$ cat src/rtl/divider_8by4.sv
// Signed 8-by-4 truncating divider: restoring magnitude divide over eight cycles,
// then a single sign-fix cycle, with a valid/ready handshake on each side.
//
// state | meaning
// IDLE  | waiting for operands, in_ready=1
// CALC  | one restoring iteration per cycle, eight in total
// FIX   | apply quotient/remainder signs, load result registers
// DONE  | result held until out_ready, out_valid=1
module divider_8by4 (
    input  logic       clk,
    input  logic       rst_n,
    input  logic       in_valid,
    output logic       in_ready,
    input  logic [7:0] Dividend,
    input  logic [3:0] Divisor,
    output logic       out_valid,
    input  logic       out_ready,
    output logic [7:0] Quotient,
    output logic [3:0] Remainder,
    output logic       Div_By_Zero,
    output logic       Overflow
);

    typedef enum logic [1:0] {IDLE, CALC, FIX, DONE} state_t;

    state_t     r_state;
    state_t     w_next;

    logic [7:0] r_quo;
    logic [3:0] r_rem;
    logic [3:0] r_div;
    logic [2:0] r_cnt;
    logic       r_q_neg;
    logic       r_r_neg;

    logic       w_accept;
    logic       w_dbz;
    logic       w_ovf;
    logic [7:0] w_dvd_abs;
    logic [3:0] w_dvs_abs;
    logic [4:0] w_shift;
    logic       w_ge;
    logic [3:0] w_sub;
    logic [7:0] w_quo_fix;
    logic [3:0] w_rem_fix;

    assign in_ready  = (r_state == IDLE);
    assign out_valid = (r_state == DONE);
    assign w_accept  = in_valid & in_ready;
    assign w_dbz     = (Divisor == 4'h0);
    assign w_ovf     = (Dividend == 8'h80) && (Divisor == 4'hF);

    // Magnitudes are unsigned, so -128 and -8 map cleanly to 8'h80 and 4'h8.
    assign w_dvd_abs = Dividend[7] ? (~Dividend + 8'd1) : Dividend;
    assign w_dvs_abs = Divisor[3]  ? (~Divisor + 4'd1)  : Divisor;

    // Partial remainder stays below the divisor (<= 8), so 4 bits plus the shifted-in bit suffice.
    assign w_shift   = {r_rem, r_quo[7]};
    assign w_ge      = (w_shift >= {1'b0, r_div});
    assign w_sub     = w_shift[3:0] - r_div;

    assign w_quo_fix = r_q_neg ? (~r_quo + 8'd1) : r_quo;
    assign w_rem_fix = r_r_neg ? (~r_rem + 4'd1) : r_rem;

    always_ff @(posedge clk or negedge rst_n) begin
        if (!rst_n) begin
            r_state <= IDLE;
        end else begin
            r_state <= w_next;
        end
    end

    always_comb begin
        w_next = r_state;
        case (r_state)
            IDLE: begin
                if (w_accept) begin
                    w_next = (w_dbz || w_ovf) ? DONE : CALC;
                end
            end
            CALC: begin
                if (r_cnt == 3'd0) begin
                    w_next = FIX;
                end
            end
            FIX:  w_next = DONE;
            DONE: begin
                if (out_ready) begin
                    w_next = IDLE;
                end
            end
            default: w_next = IDLE;
        endcase
    end

    always_ff @(posedge clk or negedge rst_n) begin
        if (!rst_n) begin
            r_quo       <= 8'h00;
            r_rem       <= 4'h0;
            r_div       <= 4'h0;
            r_cnt       <= 3'd0;
            r_q_neg     <= 1'b0;
            r_r_neg     <= 1'b0;
            Quotient    <= 8'h00;
            Remainder   <= 4'h0;
            Div_By_Zero <= 1'b0;
            Overflow    <= 1'b0;
        end else begin
            case (r_state)
                IDLE: begin
                    if (w_accept) begin
                        if (w_dbz) begin
                            Quotient    <= 8'hFF;
                            Remainder   <= 4'h0;
                            Div_By_Zero <= 1'b1;
                            Overflow    <= 1'b0;
                        end else if (w_ovf) begin
                            Quotient    <= 8'h80;
                            Remainder   <= 4'h0;
                            Div_By_Zero <= 1'b0;
                            Overflow    <= 1'b1;
                        end else begin
                            r_quo   <= w_dvd_abs;
                            r_rem   <= 4'h0;
                            r_div   <= w_dvs_abs;
                            r_cnt   <= 3'd7;
                            r_q_neg <= Dividend[7] ^ Divisor[3];
                            r_r_neg <= Dividend[7];
                        end
                    end
                end
                CALC: begin
                    r_rem <= w_ge ? w_sub : w_shift[3:0];
                    r_quo <= {r_quo[6:0], w_ge};
                    r_cnt <= r_cnt - 3'd1;
                end
                FIX: begin
                    Quotient    <= w_quo_fix;
                    Remainder   <= w_rem_fix;
                    Div_By_Zero <= 1'b0;
                    Overflow    <= 1'b0;
                end
                default: ;
            endcase
        end
    end

endmodule

$ cat config.mk
export PLATFORM = sky130hd
export DESIGN_NAME = divider_8by4
export DESIGN_NICKNAME = d
export VERILOG_FILES = /design/src/rtl/divider_8by4.sv
export SDC_FILE = /design/constraint.sdc
export NUM_CORES = 1
export LEC_CHECK = 0
export CAP_MARGIN = 15
export CELL_PAD_IN_SITES_DETAIL_PLACEMENT = 1
export CELL_PAD_IN_SITES_GLOBAL_PLACEMENT = 2
export CORE_ASPECT_RATIO = 1.2
export CORE_MARGIN = 5
export CORE_UTILIZATION = 37
export DETAILED_ROUTE_END_ITERATION = 10
export PLACE_DENSITY = 0.9
export SLEW_MARGIN = 15
export SYNTH_ARGS = -nofsm -noshare
export SYNTH_HDL_FRONTEND = slang
export SYNTH_SLANG_ARGS = --single-unit
export TNS_END_PERCENT = 5
$ cat constraint.sdc
create_clock -name clk -period 3.3 [get_ports clk]
set_clock_uncertainty 0.2 [all_clocks]
set_input_delay 0.66 -clock clk [delete_from_list [all_inputs] [get_ports clk]]
set_output_delay 0.66 -clock clk [all_outputs]
set_load 0.01 [all_outputs]
# Word level (Yosys, flattened, before mapping)
# Cells that the tools add are included.
# W data, S select, Z words.
totals:
  in_bits: 16
  elab_cells: 86
  out_inout_bits: 16
  regBits: 37
op_classes:
  n_mux: 38
  addsub: 6
  reduce_logical: 11
  n_bitwise: 8
  n_eq_ne: 11
  n_lt_le_gt_ge: 1
op_table:
  columns: ["op", "count"]
  rows:
  - ["$mux W8", 8]
  - ["$mux W4", 9]
  - ["$pmux W8 S2", 2]
  - ["$add A8 B1 Y8 const B", 2]
  - ["$not A8 Y8", 2]
  - ["$pmux W4 S2", 2]
  - ["$mux W3", 3]
  - ["$add A4 B1 Y4 const B", 2]
  - ["$eq A8 B8 Y1 const B", 1]
  - ["$mux W2", 4]
  - ["$not A4 Y4", 2]
  - ["$pmux W2 S4", 1]
  - ["$reduce_and A4 Y1", 2]
  - ["$mux W1", 6]
  - ["$ne A2 B2 Y1 const B", 3]
  - ["$pmux W3 S2", 1]
  - ["$reduce_and A3 Y1", 2]
  - ["$ge A5 B4 Y1", 1]
  - ["$eq A2 B2 Y1 const B", 2]
  - ["$eq A4 B4 Y1 const B", 1]
  - ["$logic_not A4 Y1", 1]
  - ["$ne A2 B1 Y1 const B", 2]
  - ["$pmux W1 S2", 2]
  - ["$reduce_bool A2 Y1", 2]
  - ["other kinds (11)", 12]

# Depth between registers and ports, before layout
# Gate-level depths: netlist (run 1).
depth:
  depth_word: 7
  depth_mapped: 9
  mapped_depth_nobuf: 7

# Worst setup path after synthesis (run 1)
# No wires, ideal clock.
synth_path:
  kind: "input to register"
  start: "in Dividend[0]"
  end: "reg r_rem[2]"
  path_buffers: 0
  setup_time_ns: 0.136
  required_ns: 2.964
  arrival_time_ns: 2.239
  slack_ns: 0.725
  path_stages: 6
  path_cell_list: "inv_1 ha_1 or3b_4 or4_4 a41oi_1 o21ai_0"
synth_between:
  elab_chain_len: 4
synth_rtl:
  columns: ["element", "line", "text"]
  rows:
  - ["from (decl)", "14", "input logic [7:0] Dividend,"]
  - ["$eq A8 B8 Y1", "51", "assign w_ovf = (Dividend == 8'h80) && (Divisor == 4'hF);"]
  - ["$logic_and A1 B1 Y1", "51", null]
  - ["$ne A2 B2 Y1 (no line)", null, null]
  - ["$reduce_and A4 Y1 (no line)", null, null]
  - ["to (signal assigned)", "133", "r_rem <= w_ge ? w_sub : w_shift[3:0];"]
  - ["to (decl)", "30", "logic [3:0] r_rem;"]
# Every way passes these cells.
# A chain may end at the register's enable or synchronous reset.

# Final worst setup path (run 1)
layout_path:
  start: "in Dividend[1]"
  end: "reg r_rem[1]"
# Same word-level chain as after synthesis.

==> key figures, run 1 <==
Run status
  – Status: complete, no violations

Timing
  – Unrepaired setup endpoints after global routing: false
  – Slew @ Worst Pin: 0.816 ns
  – Final Hold Vio Count: 0
  – Min setup slack post-route: 0.365 ns
  – Worst slew margin: 45.6%
  – Post-layout min period: 2.94 ns
  – Post-route setup TNS: 0 ns
  – Hold_ws: 0.265 ns
  – Max Slew Vio Count: 0
  – Endpoints failing setup: 0
  – Tcrit/Tclk final: 89.0%
  – Highest clock rate: 341 MHz

Clocking
  – TritonCTS buffer count: 5
  – CTS Sinks: 37
  – H-tree levels: 2
  – Bufs on Longest Clock Path: 2
  – Clk_lat worst skew: 0.29 ns
  – CTS tree: done
  – Setup bufs post-CTS: 0
  – Clock slew at reported path FFs: 0.07 ns
  – Post_cts resized: 0
  – Root buffer cell: clkbuf_8
  – Cts hold-fix bufs: 0

Routing
  – Routed wire length: 5510 µm
  – Final ANT Viol Nets: 0
  – Detailed Route Iter0 Violations: 65
  – DR vias: 1905
  – Via density: 5.13
  – TritonRoute pass-1 iters: 4
  – Residual DRC: 0
  – WL per Instance: 14.8 µm

Logic synthesis
  – Post-Syn Area: 2380 µm²
  – Ys Warns: 0
  – #FFs+latches synth: 37
  – Cells after Synth: 254
  – Syn nets: 287
  – Fraction of the yosys area taken by sequential cells: 38.9%
  – Post-Synth XOR/XNOR Area: 5.88%
  – Dominant synthesized flop cell: dfrtp_1
  – Synth Area in Compound Gates: 19.7%
  – Largest family of logic cells by synthesized area: compound AO/OA/AOI/OAI gates
  – Ys async rst share: 100%
  – Netlist cell types: 45
  – Adder-cell share of the synthesized area: 9.24%
  – Mux contribution to synthesized area: 6.20%
  – Number of enable flip-flop cells after synthesis: 0
  – Synth Area per Inst: 9.38 µm²
  – Simple-gate share of the synthesized area: 14.4%

Critical path
  – CP endpoint kind: register
  – Worst reg-to-reg path cell count: 6
  – Slowest stage cell, crit path: or4_4
  – Critical Path AT: 2.88 ns
  – CP max stage delay: 0.59 ns
  – Worst R2R End: r_rem[0]$_DFFE_PN0P_
  – Reg2reg start: r_rem[2]$_DFFE_PN0P_
  – Largest fanout on the critical path: 4
  – FF-to-FF setup slack: 0.66 ns
  – Crit path cell chain: clkdlybuf4s50_1, inv_1, ha_1, or3b_4, or4_4, a41oi_1, o22ai_1
  – Crit Path Class: input port to register
  – WP data required: 3.25 ns
  – Crit path launch type: input port

Cells and area
  – Commonest non-fill, non-tap cell in the layout: dfrtp_1
  – Fillers: 731
  – P&R area growth vs syn: 20.4%
  – Most frequent cells in the layout: dfrtp_1, clkdlybuf4s50_1, o21ai_0
  – N_diodes: 0
  – Share of cells above drive strength 1: 10.1%
  – Final core utilization: 45.1%
  – Nets: 319

Die
  – Die width: 83.3 µm
  – Die area: 8150 µm²
  – Core area: 6370 µm²
  – I/O Pins: 32
  – Initial Util: 37.4%
  – Die height: 97.9 µm
  – FP Rows: 32

Pwr
  – Peak supply drop: 252 µV
  – PD cells: 890 nW/µm²
  – Leakage: 1.29 nW

Global route
  – Vias in the first global route: 1975
  – All-layer global routing usage: 14.4%
  – Largest net degree at the start of global routing: 38
  – Initial antenna violation count: 0
  – First-pass GRT wire length: 9560 µm
  – GR Overflow Total: 0

Min path
  – Hold Path Class: input port to asynchronous set/reset pin

Placement
  – Dpl hpwl: 4420 µm
  – Routability cong.: 0.814
  – Placement Setup Slack: 0.0541 ns
  – Number of port buffers: 31

Job
  – # Max-Cap Violations: 0
## cell families (layout without fill, tap and decap cells)
logic type,after synthesis,after routing
AO/OA/AOI/OAI,71,71
adder cells (fa/ha/maj),17,17
buffers and inverters,34,66
flip-flops,37,37
AND/OR/NAND/NOR,65,65
multiplexers,14,14
XOR/XNOR,16,16
## state kept, by name, summed over array words and instances, names as in the netlist
name / count
Quotient: 8
Div_By_Zero: 1
r_q_neg: 1
r_rem: 4
r_cnt: 3
r_div: 4
r_quo: 8
Overflow: 1
r_state: 2
Remainder: 4
r_r_neg: 1
## metrics by stage
step	cells	cell area, µm²	power, mW
floorplan	254	2380	1.82
global placement	364	2780	2.19
detailed placement	364	2780	2.26
CTS	371	2870	2.60
global route	371	2870	2.80
finish	371	2870	2.55
## layer usage
layer | vias up | GRT usage [%] | part of all wire [%]
li1 | 954 | - | -
met1 | 908 | 18.0 | 45
met2 | 38 | 24.9 | 49
met3 | 5 | 2.19 | 3.5
met4 | 0 | 5.28 | 1.7
met5 | - | 0 | 0
## worst max-delay path by stage
stage / start / endpoint / slack (ns) / depth (start not counted)
2_1_floorplan: Dividend[0] / r_rem[2]$_DFFE_PN0P_ / 0.73 / 6
3_3_place_gp: Dividend[1] / r_rem[1]$_DFFE_PN0P_ / 0.14 / 7
3_5_place_dp: Dividend[1] / r_rem[1]$_DFFE_PN0P_ / 0.05 / 7
4_1_cts: Dividend[1] / r_rem[1]$_DFFE_PN0P_ / 0.36 / 7
5_1_grt: Dividend[1] / r_rem[2]$_DFFE_PN0P_ / 0.24 / 7
6_report: Dividend[1] / r_rem[1]$_DFFE_PN0P_ / 0.36 / 7
## Yosys cell counts (3+ instances only)
cell type	n	area share, %
buf_2	3	0.63
xnor2_1	9	3.3
o22ai_1	3	0.79
mux2_2	6	2.8
mux2i_1	8	3.4
a211oi_1	5	1.6
a21boi_0	3	0.95
a31oi_1	3	0.79
a21o_1	5	1.6
nor3_1	4	0.84
inv_1	22	3.5
nand2_1	22	3.5
a21oi_1	11	2.3
xor2_1	7	2.6
clkbuf_1	7	1.1
ha_1	16	8.4
nor2_1	14	2.2
nand2b_1	4	1.1
o31ai_1	8	2.5
dfrtp_1	37	39
nor2b_1	4	1.1
or2_2	3	0.79
or4_1	3	0.95
o21ai_0	24	5.0
nand3_1	3	0.63
## worst max-delay path, delay by kind of cell
family                   cells  cell delay [ns]
AO/OA/AOI/OAI                2             0.55
AND/OR/NAND/NOR              2             1.00
adder cells (fa/ha/maj)      1             0.15
buffers and inverters        2             0.52
## power breakdown
part	internal, mW	leakage, nW	total, mW	switching, mW
logic	0.651	0.781	1.43	0.778
registers	0.632	0.460	0.808	0.177
clock network	0.166	0.0443	0.316	0.150
## area by class of cell
type | count | area [µm²] | area share [%]
Clock buffer | 7 | 86.3 | 3.01
Inverter | 23 | 86.3 | 3.01
Timing Repair Buffer | 36 | 343 | 11.9
Tap cell | 85 | 106 | 3.71
Multi-Input combinational cell | 183 | 1320 | 46.1
Sequential cell | 37 | 926 | 32.3
(Power assumes the default switching activity.)
==> run 2: changes to the inputs <==
--- a/config.mk
+++ b/config.mk
@@ -13,6 +13,7 @@
 export CORE_UTILIZATION = 37
 export DETAILED_ROUTE_END_ITERATION = 10
 export PLACE_DENSITY = 0.9
+export SETUP_SLACK_MARGIN = 0.3
 export SLEW_MARGIN = 15
 export SYNTH_ARGS = -nofsm -noshare
 export SYNTH_HDL_FRONTEND = slang
==> run 2 against run 1 <==
Net effect:
- die area is the same
- worst hold slack gained 0.0055 ns
- first-iteration DRC count grew 11%
- routed wire length grew 0.71%
- highest routed layer unchanged
- combinational power is essentially flat
- sequential power is essentially flat
- sequential cell count is the same
- cell area grew 0.26%
- non-clock buffer count is the same
==> key figures, run 2 (synthesized netlist as in run 1, its figures left out) <==
Cells and area
  – P&R area growth vs syn: 20.7% (was 20.4%)
  – Most frequent cells in the layout: dfrtp_1, clkdlybuf4s50_1, o21ai_0 (unchanged)
  – Commonest non-fill, non-tap cell in the layout: dfrtp_1 (unchanged)
  – N_diodes: 0 (unchanged)
  – Share of cells above drive strength 1: 10.5% (was 10.1%)
  – Biggest regs: Quotient: 8 flops, r_quo: 8 flops (unchanged)
  – Final core utilization: 45.2% (was 45.1%)
  – Nets: 319 (unchanged)

Routing
  – DR vias: 1915 (was 1905)
  – Routed wire length: 5550 µm (was 5510 µm)
  – Detailed Route Iter0 Violations: 72 (was 65)
  – Final ANT Viol Nets: 0 (unchanged)
  – WL per Instance: 14.9 µm (was 14.8 µm)
  – Via density: 5.16 (was 5.13)
  – Residual DRC: 0 (unchanged)
  – TritonRoute pass-1 iters: 4 (unchanged)

Die
  – Die width: 83.3 µm (unchanged)
  – Die area: 8150 µm² (unchanged)
  – Initial Util: 37.4% (unchanged)
  – Core area: 6370 µm² (unchanged)
  – FP Rows: 32 (unchanged)
  – I/O Pins: 32 (unchanged)
  – Die height: 97.9 µm (unchanged)

Timing
  – Slew @ Worst Pin: 0.818 ns (was 0.816 ns)
  – Min setup slack post-route: 0.402 ns (was 0.365 ns)
  – Endpoints failing setup: 0 (unchanged)
  – Tcrit/Tclk final: 87.8% (was 89.0%)
  – Post-route setup TNS: 0 ns (unchanged)
  – Unrepaired setup endpoints after global routing: true (was false)
  – Worst slew margin: 44.1% (was 45.6%)
  – Final Hold Vio Count: 0 (unchanged)
  – Post-layout min period: 2.90 ns (was 2.94 ns)
  – Highest clock rate: 345 MHz (was 341 MHz)
  – Max Slew Vio Count: 0 (unchanged)

Clocking
  – CTS tree: done (unchanged)
  – CTS Sinks: 37 (unchanged)
  – Cts hold-fix bufs: 0 (unchanged)
  – Root buffer cell: clkbuf_8 (unchanged)
  – Clock slew at reported path FFs: 0.07 ns (about the same)
  – Clk_lat worst skew: 0.29 ns (about the same)
  – H-tree levels: 2 (unchanged)
  – Bufs on Longest Clock Path: 2 (unchanged)
  – TritonCTS buffer count: 5 (unchanged)

Pwr
  – PD cells: 891 nW/µm² (was 890 nW/µm²)
  – Design Power: 2.56 mW (was 2.55 mW)
  – Peak supply drop: 253 µV (was 252 µV)
  – Leakage: 1.29 nW (about the same)

Critical path
  – WP data required: 3.26 ns (was 3.25 ns)
  – Crit path to: r_quo[5]$_DFFE_PN0P_ (was r_rem[1]$_DFFE_PN0P_)
  – Largest fanout on the critical path: 14 (was 4)
  – Worst reg-to-reg path cell count: 6 (unchanged)
  – Crit Path Class: input port to register (unchanged)
  – Critical Path Source: Dividend[1] (unchanged)
  – CP endpoint kind: register (unchanged)
  – FF-to-FF setup slack: 0.62 ns (was 0.66 ns)
  – Reg2reg start: r_rem[2]$_DFFE_PN0P_ (unchanged)
  – Critical Path AT: 2.85 ns (was 2.88 ns)
  – Worst R2R End: r_rem[0]$_DFFE_PN0P_ (unchanged)
  – Crit path launch type: input port (unchanged)

Global route
  – First-pass GRT wire length: 9560 µm (unchanged)
  – Vias in the first global route: 1975 (unchanged)
  – GR Overflow Total: 0 (unchanged)
  – Largest net degree at the start of global routing: 38 (unchanged)
  – All-layer global routing usage: 14.4% (unchanged)
  – Initial antenna violation count: 0 (unchanged)

Job
  – # Max-Cap Violations: 0 (unchanged)

Run status
  – Status: complete, no violations (unchanged)

Placement
  – Routability cong.: 0.814 (unchanged)
  – Number of port buffers: 31 (unchanged)
  – Placement Setup Slack: 0.0541 ns (unchanged)
  – Dpl hpwl: 4420 µm (unchanged)

Min path
  – Hold Path Class: input port to asynchronous set/reset pin (unchanged)
==> run 2: cell types whose count changed in the layout (fill, tap and decap cells not counted) <==
cell     delta
a41oi_1     -1
a41oi_2     +1
==> run 2: report_power, final <==
| group | total, mW | internal [mW] | switching (mW) |
|---|---|---|---|
| clock | 0.316 | 0.166 | 0.150 |
| sequential | 0.810 | 0.632 | 0.178 |
| combinational | 1.44 | 0.653 | 0.785 |
| total | 2.56 | 1.45 | 1.11 |
==> run 2: layout make-up <==
class / instances / area, µm²
Clock buffer: 7 / 86.3
Fill cell: 731 / 3490
Inverter: 23 / 86.3
Multi-Input combinational cell: 183 / 1330
Sequential cell: 37 / 926
Tap cell: 85 / 106
Timing Repair Buffer: 36 / 343
==> run 2: timing repair <==
| action | 4_1_cts | 5_1_grt |
|---|---|---|
| setup endpoints to repair | 0 | 5 |
| resized for setup | 0 | 1 |
| buffers inserted | 0 | 0 |
==> run 2: worst max-delay path: stages <==
cell and delay, ns:
clkdlybuf4s50_1 0.45, inv_1 0.07, ha_1 0.15, or3b_4 0.41, or4_4 0.60, a21oi_4 0.34
o21ai_0 0.17
==> run 2: worst min path at each step <==
stage | end | slack, ns | startpoint
floorplan | Div_By_Zero$_DFFE_PN0P_ | 0.16 | rst_n
global placement | Quotient[5]$_DFFE_PN0P_ | 0.26 | Quotient[5]$_DFFE_PN0P_
detailed placement | Quotient[2]$_DFFE_PN0P_ | 0.27 | Quotient[2]$_DFFE_PN0P_
CTS | Quotient[2]$_DFFE_PN0P_ | 0.28 | Quotient[2]$_DFFE_PN0P_
global route | Quotient[5]$_DFFE_PN0P_ | 0.29 | Quotient[5]$_DFFE_PN0P_
finish | Remainder[2]$_DFFE_PN0P_ | 0.27 | rst_n
==> run 2: metal layers <==
| metal | track usage, % | vias to the layer above | wire (µm) |
|---|---|---|---|
| met5 | 0 | - | 0 |
| met4 | 5.28 | 0 | 95 |
| met3 | 2.19 | 5 | 214 |
| met2 | 24.9 | 46 | 2710 |
| met1 | 18.0 | 909 | 2520 |
| li1 | - | 955 | - |
==> run 2: per-stage QoR <==
| stage | cell area (µm²) | hold slack (ns) | instances |
|---|---|---|---|
| detailed placement | 2780 | 0.265 | 364 |
| global placement | 2780 | 0.259 | 364 |
| floorplan | 2380 | 0.164 | 254 |
| CTS | 2870 | 0.281 | 371 |
| finish | 2880 | 0.270 | 371 |
| global route | 2880 | 0.289 | 371 |
==> run 3: changes to the inputs <==
--- a/config.mk
+++ b/config.mk
@@ -5,14 +5,14 @@
 export SDC_FILE = /design/constraint.sdc
 export NUM_CORES = 1
 export LEC_CHECK = 0
+export ABC_AREA = 1
 export CAP_MARGIN = 15
 export CELL_PAD_IN_SITES_DETAIL_PLACEMENT = 1
 export CELL_PAD_IN_SITES_GLOBAL_PLACEMENT = 2
 export CORE_ASPECT_RATIO = 1.2
-export CORE_MARGIN = 5
-export CORE_UTILIZATION = 37
+export CORE_UTILIZATION = 33
 export DETAILED_ROUTE_END_ITERATION = 10
-export PLACE_DENSITY = 0.9
+export PLACE_DENSITY = 0.89
 export SETUP_SLACK_MARGIN = 0.3
 export SLEW_MARGIN = 15
 export SYNTH_ARGS = -nofsm -noshare
==> constraint.sdc (replaced) <==
create_clock -name clk -period 3.3 [get_ports clk]
set_clock_uncertainty 0.2 [all_clocks]
set_input_delay 0.495 -clock clk [delete_from_list [all_inputs] [get_ports clk]]
set_output_delay 0.495 -clock clk [all_outputs]
set_load 0.01 [all_outputs]
==> run 3 against run 2 <==
Net effect:
- cell area increased by 3.7%
- worst hold slack got worse by 0.17 ns
- first-iteration DRC count is 11% lower
- sequential power down 1%
- maximum frequency up 17%
- utilization fell by 4.4 points
- critical endpoint is now in_ready
- highest routed layer unchanged
==> key figures, run 3 <==
Logic synthesis
  – Top cells by count, synth: nand2_1, inv_1, dfrtp_1 (was dfrtp_1, o21ai_0, inv_1, nand2_1, ha_1)
  – Number of enable flip-flop cells after synthesis: 0 (unchanged)
  – Fraction of the yosys area taken by sequential cells: 36.8% (was 38.9%)
  – Synth top area share: 36.8% (was 38.9%)
  – Ys async rst share: 100% (unchanged)
  – Ranking of synthesized cells by area: dfrtp_1, nand2_1, ha_1, inv_1, nand3_1 (was dfrtp_1, ha_1, o21ai_0, inv_1, nand2_1)
  – Cells after Synth: 360 (was 254)
  – Ys Warns: 0 (unchanged)
  – Largest area contributor in the netlist: dfrtp_1 (unchanged)
  – Post-Syn Area: 2520 µm² (was 2380 µm²)
  – Netlist cell types: 30 (was 45)
  – Synth Area per Inst: 7.00 µm² (was 9.38 µm²)
  – Most common cell in the netlist: nand2_1 (was dfrtp_1)
  – Syn nets: 393 (was 287)
  – Dominant synthesized flop cell: dfrtp_1 (unchanged)
  – #FFs+latches synth: 37 (unchanged)

Critical path
  – CP endpoint kind: primary output (was register)
  – CP max stage delay: 0.60 ns (about the same)
  – Crit path buffers/inverters: 2 (unchanged)
  – Largest fanout on the critical path: 7 (was 14)
  – Crit Path Class: register to primary output (was input port to register)
  – Crit path cell chain: inv_1, ha_1, clkdlybuf4s50_1 (was clkdlybuf4s50_1, inv_1, ha_1, or3b_4, or4_4, a21oi_4, o21ai_0)
  – WP data required: 2.60 ns (was 3.26 ns)
  – Slowest stage cell, crit path: clkdlybuf4s50_1 (was or4_4)
  – Critical path's top delay family: buffers and inverters (was simple AND/OR/NAND/NOR gates)
  – Crit path launch type: register (was input port)
  – FF-to-FF setup slack: 1.05 ns (was 0.62 ns)
  – Critical Path AT: 1.79 ns (was 2.85 ns)

Die
  – Die width: 81.8 µm (was 83.3 µm)
  – FP Rows: 34 (was 32)
  – I/O Pins: 32 (unchanged)
  – Core area: 7320 µm² (was 6370 µm²)
  – Initial Util: 34.4% (was 37.4%)
  – Die area: 7990 µm² (was 8150 µm²)
  – Die height: 97.7 µm (was 97.9 µm)

Timing
  – Hold_ws: 0.0956 ns (was 0.270 ns)
  – Worst slew margin: 44.6% (was 44.1%)
  – Tcrit/Tclk final: 75.2% (was 87.8%)
  – Endpoints failing setup: 0 (unchanged)
  – Post-layout min period: 2.48 ns (was 2.90 ns)
  – Unrepaired setup endpoints after global routing: false (was true)
  – Slew @ Worst Pin: 0.831 ns (was 0.818 ns)
  – Highest clock rate: 403 MHz (was 345 MHz)
  – Final Hold Vio Count: 0 (unchanged)
  – Max Slew Vio Count: 0 (unchanged)
  – Post-route setup TNS: 0 ns (unchanged)

Clocking
  – Root buffer cell: clkbuf_8 (unchanged)
  – H-tree levels: 2 (unchanged)
  – CTS tree: done (unchanged)
  – CTS Sinks: 37 (unchanged)
  – Bufs on Longest Clock Path: 2 (unchanged)
  – Clk_lat worst skew: 0.29 ns (about the same)
  – Clock slew at reported path FFs: 0.08 ns (was 0.07 ns)
  – Cts hold-fix bufs: 0 (unchanged)
  – Setup bufs post-CTS: 0 (unchanged)
  – Post_cts resized: 0 (unchanged)
  – TritonCTS buffer count: 5 (unchanged)

Global route
  – GR Overflow Total: 0 (unchanged)
  – Vias in the first global route: 2301 (was 1975)
  – GR peak layer: met2 (unchanged)
  – Met3 Track Usage GR: 2.54% (was 2.19%)
  – All-layer global routing usage: 17.1% (was 14.4%)
  – M1 GR Usage: 21.4% (was 18.0%)
  – Initial antenna violation count: 0 (unchanged)
  – Largest net degree at the start of global routing: 38 (unchanged)
  – First-pass GRT wire length: 10600 µm (was 9560 µm)
  – M2 GR Usage: 29.6% (was 24.9%)

Cells and area
  – N_diodes: 0 (unchanged)
  – Nets: 425 (was 319)
  – Cell area after layout: 2980 µm² (was 2880 µm²)
  – Biggest regs: Quotient: 8 flops, r_quo: 8 flops (unchanged)
  – P&R area growth vs syn: 18.5% (was 20.7%)
  – Most frequent cells in the layout: nand2_1, inv_1, dfrtp_1 (was dfrtp_1, clkdlybuf4s50_1, o21ai_0)
  – Commonest non-fill, non-tap cell in the layout: nand2_1 (was dfrtp_1)
  – Finished Layout Cells: 482 (was 371)
  – Fillers: 954 (was 731)
  – Share of cells above drive strength 1: 7.40% (was 10.5%)

Routing
  – Final ANT Viol Nets: 0 (unchanged)
  – Routed wire length: 6170 µm (was 5550 µm)
  – WL per Instance: 12.8 µm (was 14.9 µm)
  – TritonRoute pass-1 iters: 4 (unchanged)
  – Detailed Route Iter0 Violations: 64 (was 72)
  – Via density: 4.81 (was 5.16)
  – Residual DRC: 0 (unchanged)
  – DR vias: 2318 (was 1915)

Run status
  – Status: complete, no violations (unchanged)

Job
  – # Max-Cap Violations: 0 (unchanged)

Placement
  – Routability cong.: 0.866 (was 0.814)
  – Placed cell count: 475 (was 364)
  – Dpl hpwl: 5010 µm (was 4420 µm)
  – Cell Area, Placed: 2900 µm² (was 2780 µm²)
  – Number of port buffers: 31 (unchanged)

Pwr
  – Peak supply drop: 390 µV (was 253 µV)
  – Design Power: 2.74 mW (was 2.56 mW)
  – Sw Share: 48.0% (was 43.4%)
  – PD cells: 917 nW/µm² (was 891 nW/µm²)
  – P_sw: 1.31 mW (was 1.11 mW)
  – Clock share of power: 11.8% (was 12.3%)
  – Int Power: 1.42 mW (was 1.45 mW)
  – Sequential Power Share: 29.3% (was 31.6%)
  – Comb pwr share: 58.8% (was 56.1%)
  – Leakage: 1.56 nW (was 1.29 nW)

Min path
  – Hold Path Class: input port to asynchronous set/reset pin (unchanged)
[run 3: stage by stage]
step           utilization [%]  setup WS (ns)
6_report                  40.8          0.819
3_5_place_dp              39.6          0.740
4_1_cts                   40.8          0.807
2_1_floorplan                -           1.49
3_3_place_gp              39.6          0.836
5_1_grt                   40.8          0.716
[run 3: cell families after synthesis]
| family | Yosys count | synth area share (%) |
|---|---|---|
| and+or+nand+nor | 201 | 33.3 |
| buffers and inverters | 60 | 9.88 |
| AOI/OAI and AO/OA | 42 | 10.2 |
| DFF | 37 | 36.8 |
| adders and majority gates | 17 | 8.74 |
| xor gates and xnor gates | 3 | 1.04 |
[run 3: final cells by class]
cell class	count	area (µm²)	share of cell area (%)
tap	90	113	3.77
timing repair buffer	33	320	10.7
multi-input combinational	263	1340	45.0
clock buffer	7	86.3	2.89
inverter	52	195	6.54
sequential	37	926	31.0
[run 3: metal layers]
metal / share of wire (%) / wire (µm)
met5: 0 / 0
met4: 1.1 / 67
met3: 3.1 / 190
met2: 50 / 3070
met1: 46 / 2840
[run 3: power by group through the flow]
stage	clock network (mW)	registers [mW]	logic [mW]
finish	0.323	0.802	1.61
global route	0.346	0.835	1.84
CTS	0.331	0.807	1.65
detailed placement	0	0.817	1.63
global placement	0	0.809	1.57
floorplan	0	0.793	1.17
[run 3: worst reg2reg max path, stage by stage (launching register included)]
cell and delay, ns:
dfrtp_1 0.41, inv_1 0.13, ha_1 0.35, inv_1 0.14, a21oi_2 0.20, nand3_2 0.26
inv_2 0.31, nand2_1 0.11, o21ai_2 0.06
[run 3: final timing paths]
kind	from	endpoint	depth (start not counted)
min	rst_n	r_div[1]$_DFFE_PN0P_	1
max	r_state[0]$_DFFE_PN0P_	in_ready	3
max reg2reg	r_state[0]$_DFFE_PN0P_	r_quo[7]$_DFFE_PN0P_	8
min reg2reg	Remainder[0]$_DFFE_PN0P_	Remainder[0]$_DFFE_PN0P_	2
min in group clk	Remainder[0]$_DFFE_PN0P_	Remainder[0]$_DFFE_PN0P_	2
max in group asynchronous	rst_n	Remainder[2]$_DFFE_PN0P_	1
==> patch: new RTL, config.mk and constraints of run 1 <==
Reset style: synchronous (`rst_n`), changed in 2 clocked blocks.
--- a/src/rtl/divider_8by4.sv
+++ b/src/rtl/divider_8by4.sv
@@ -63,5 +63,5 @@
     assign w_rem_fix = r_r_neg ? (~r_rem + 4'd1) : r_rem;
 
-    always_ff @(posedge clk or negedge rst_n) begin
+    always_ff @(posedge clk) begin
         if (!rst_n) begin
             r_state <= IDLE;
@@ -94,5 +94,5 @@
     end
 
-    always_ff @(posedge clk or negedge rst_n) begin
+    always_ff @(posedge clk) begin
         if (!rst_n) begin
             r_quo       <= 8'h00;
Function: differs if rst_n is asserted again (counterexample within 4 cycles, from zero or initial values and one cycle with rst_n low); with rst_n held inactive, the same outputs for 10 cycles.
==> patch against run 1 <==
- combinational power is 29% lower
- setup slack gained 0.058 ns
- routed wire length grew 8.9%
- cell area down 1.4%
- synthesized area is 3.4% lower
- sequential power is 17% lower
- sequential cell count did not move
- power fell by 18%
==> patch: results (changes against run 1) <==
\begin{tabular}{lr}
\hline
Metric & Value \\
\hline
\multicolumn{2}{l}{\textbf{Yosys}} \\
\quad Count of different cell masters after synthesis & 51 (+13\%) \\
\quad Register area share after synthesis & 0.322 (-0.0667) \\
\quad Biggest area contributors in the synthesized netlist & sky130\_fd\_sc\_hd\_\_dfxtp\_1 32\%, sky130\_fd\_sc\_hd\_\_ha\_1 8.7\%, sky130\_fd\_sc\_hd\_\_a21oi\_1 5.0\% \\
\quad Syn nets & 313 (+9.1\%) \\
\quad Synth Flop Type & sky130\_fd\_sc\_hd\_\_dfxtp\_1 \\
\quad Top cell types by occurrence after synthesis & 37 x sky130\_fd\_sc\_hd\_\_dfxtp\_1, 30 x sky130\_fd\_sc\_hd\_\_nand2\_1, 23 x sky130\_fd\_sc\_hd\_\_a21oi\_1, 23 x sky130\_fd\_sc\_hd\_\_inv\_1 \\
\quad Async set-reset flop share out of synthesis & 0 (-1.00) \\
\multicolumn{2}{l}{\textbf{Finish}} \\
\quad FILL cells & 750 (+2.6\%) \\
\quad Share of post-route cells with drive strength above 1 & 0.0860 (-0.0154) \\
\quad Largest registers in the final layout & Quotient (8), r\_quo (8) \\
\quad Final Instance Count excl. Fillers & 396 (+6.7\%) \\
\multicolumn{2}{l}{\textbf{Setup path}} \\
\quad Largest stage delay on the critical path & 0.57 ns (-0.02 ns) \\
\quad Maximum fanout count along the critical path & 11 (+7) \\
\quad Crit-path slowest cell & sky130\_fd\_sc\_hd\_\_or3b\_2 \\
\quad Critical Path AT & 2.90 ns (+0.02 ns) \\
\multicolumn{2}{l}{\textbf{Global route}} \\
\quad Vias in the first global route & 2,128 (+7.7\%) \\
\quad Global-route wire length before repair & 10.2 mm (+7.1\%) \\
\quad Largest net degree at the start of global routing & 29 (-24\%) \\
\multicolumn{2}{l}{\textbf{Pwr}} \\
\quad Internal Power & 1.24 mW (-14\%) \\
\quad Reported clock group power & 414 uW (+31\%) \\
\quad Sequential fraction of design power & 0.319 (+0.002) \\
\quad Leakage power figure & 1.05 nW (-18\%) \\
\quad Worst-case vdd ir drop & 252 uV (-0.22\%) \\
\multicolumn{2}{l}{\textbf{Worst hold path}} \\
\quad Worst min-delay path class & flip-flop to flip-flop \\
\multicolumn{2}{l}{\textbf{Route}} \\
\quad Count of routing violations after the opening detailed-route iteration & 79 (+22\%) \\
\quad Average vias per placed instance & 5.27 (+2.6\%) \\
\quad Average detailed-routed wire length per instance & 15.1 um (+2.1\%) \\
\multicolumn{2}{l}{\textbf{Place}} \\
\quad HPWL after DPL & 4.60 mm (+4.1\%) \\
\quad Final RePlAce weighted congestion & 0.810 (-0.48\%) \\
\quad Placed instance count & 388 (+6.6\%) \\
\multicolumn{2}{l}{\textbf{STA}} \\
\quad Relative slew slack & 0.497 (+0.0404) \\
\multicolumn{2}{l}{\textbf{Run status}} \\
\quad Run status & complete, no violations \\
\hline
\end{tabular}
-- patch: final timing paths --
check	from	endpoint	slack, ns
worst max-delay path	Divisor[0]	Remainder[1]	0.42
worst min-delay path	Remainder[2]	Remainder[2]	0.25
worst max register to register	r_state[0]	Quotient[6]	0.94
worst min register to register	Remainder[2]	Remainder[2]	0.25
-- patch: per-stage QoR --
stage | hold slack (ns) | instance area, um^2 | power (mW) | util
after detailed placement | 0.246 | 2710 | 1.69 | 0.448
after CTS | 0.256 | 2830 | 2.11 | 0.468
after global placement | 0.241 | 2710 | 1.66 | 0.448
after global routing | 0.279 | 2830 | 2.26 | 0.468
final | 0.254 | 2830 | 2.10 | 0.468
after floorplan | 0.232 | 2300 | 1.40 | -
-- patch: cells by family after synthesis --
| kind of cell | share of synthesized area |
|---|---|
| AO/OA/AOI/OAI | 0.256 |
| AND/OR/NAND/NOR | 0.175 |
| buffers and inverters | 0.0685 |
| flip-flops | 0.322 |
| adder cells (fa/ha/maj) | 0.0957 |
| XOR/XNOR | 0.0609 |
| multiplexers | 0.0223 |
-- patch: layer usage --
| layer | GRT usage | vias up | share of wire | wire [um] |
|---|---|---|---|---|
| li1 | - | 1055 | - | - |
| met1 | 0.214 | 988 | 0.47 | 2820 |
| met2 | 0.278 | 38 | 0.49 | 2920 |
| met3 | 0.0306 | 6 | 0.035 | 210 |
| met4 | 0.0457 | 0 | 0.0088 | 53 |
| met5 | 0 | - | 0 | 0 |
-- patch: area by class of cell --
class | count | area (um^2) | share of cell area
Clock buffer | 6 | 82.6 | 0.0292
Multi-Input combinational cell | 206 | 1400 | 0.496
Inverter | 23 | 86.3 | 0.0305
Sequential cell | 37 | 741 | 0.262
Timing Repair Buffer | 40 | 378 | 0.134
Clock inverter | 2 | 37.5 | 0.0133
Tap cell | 82 | 103 | 0.0363
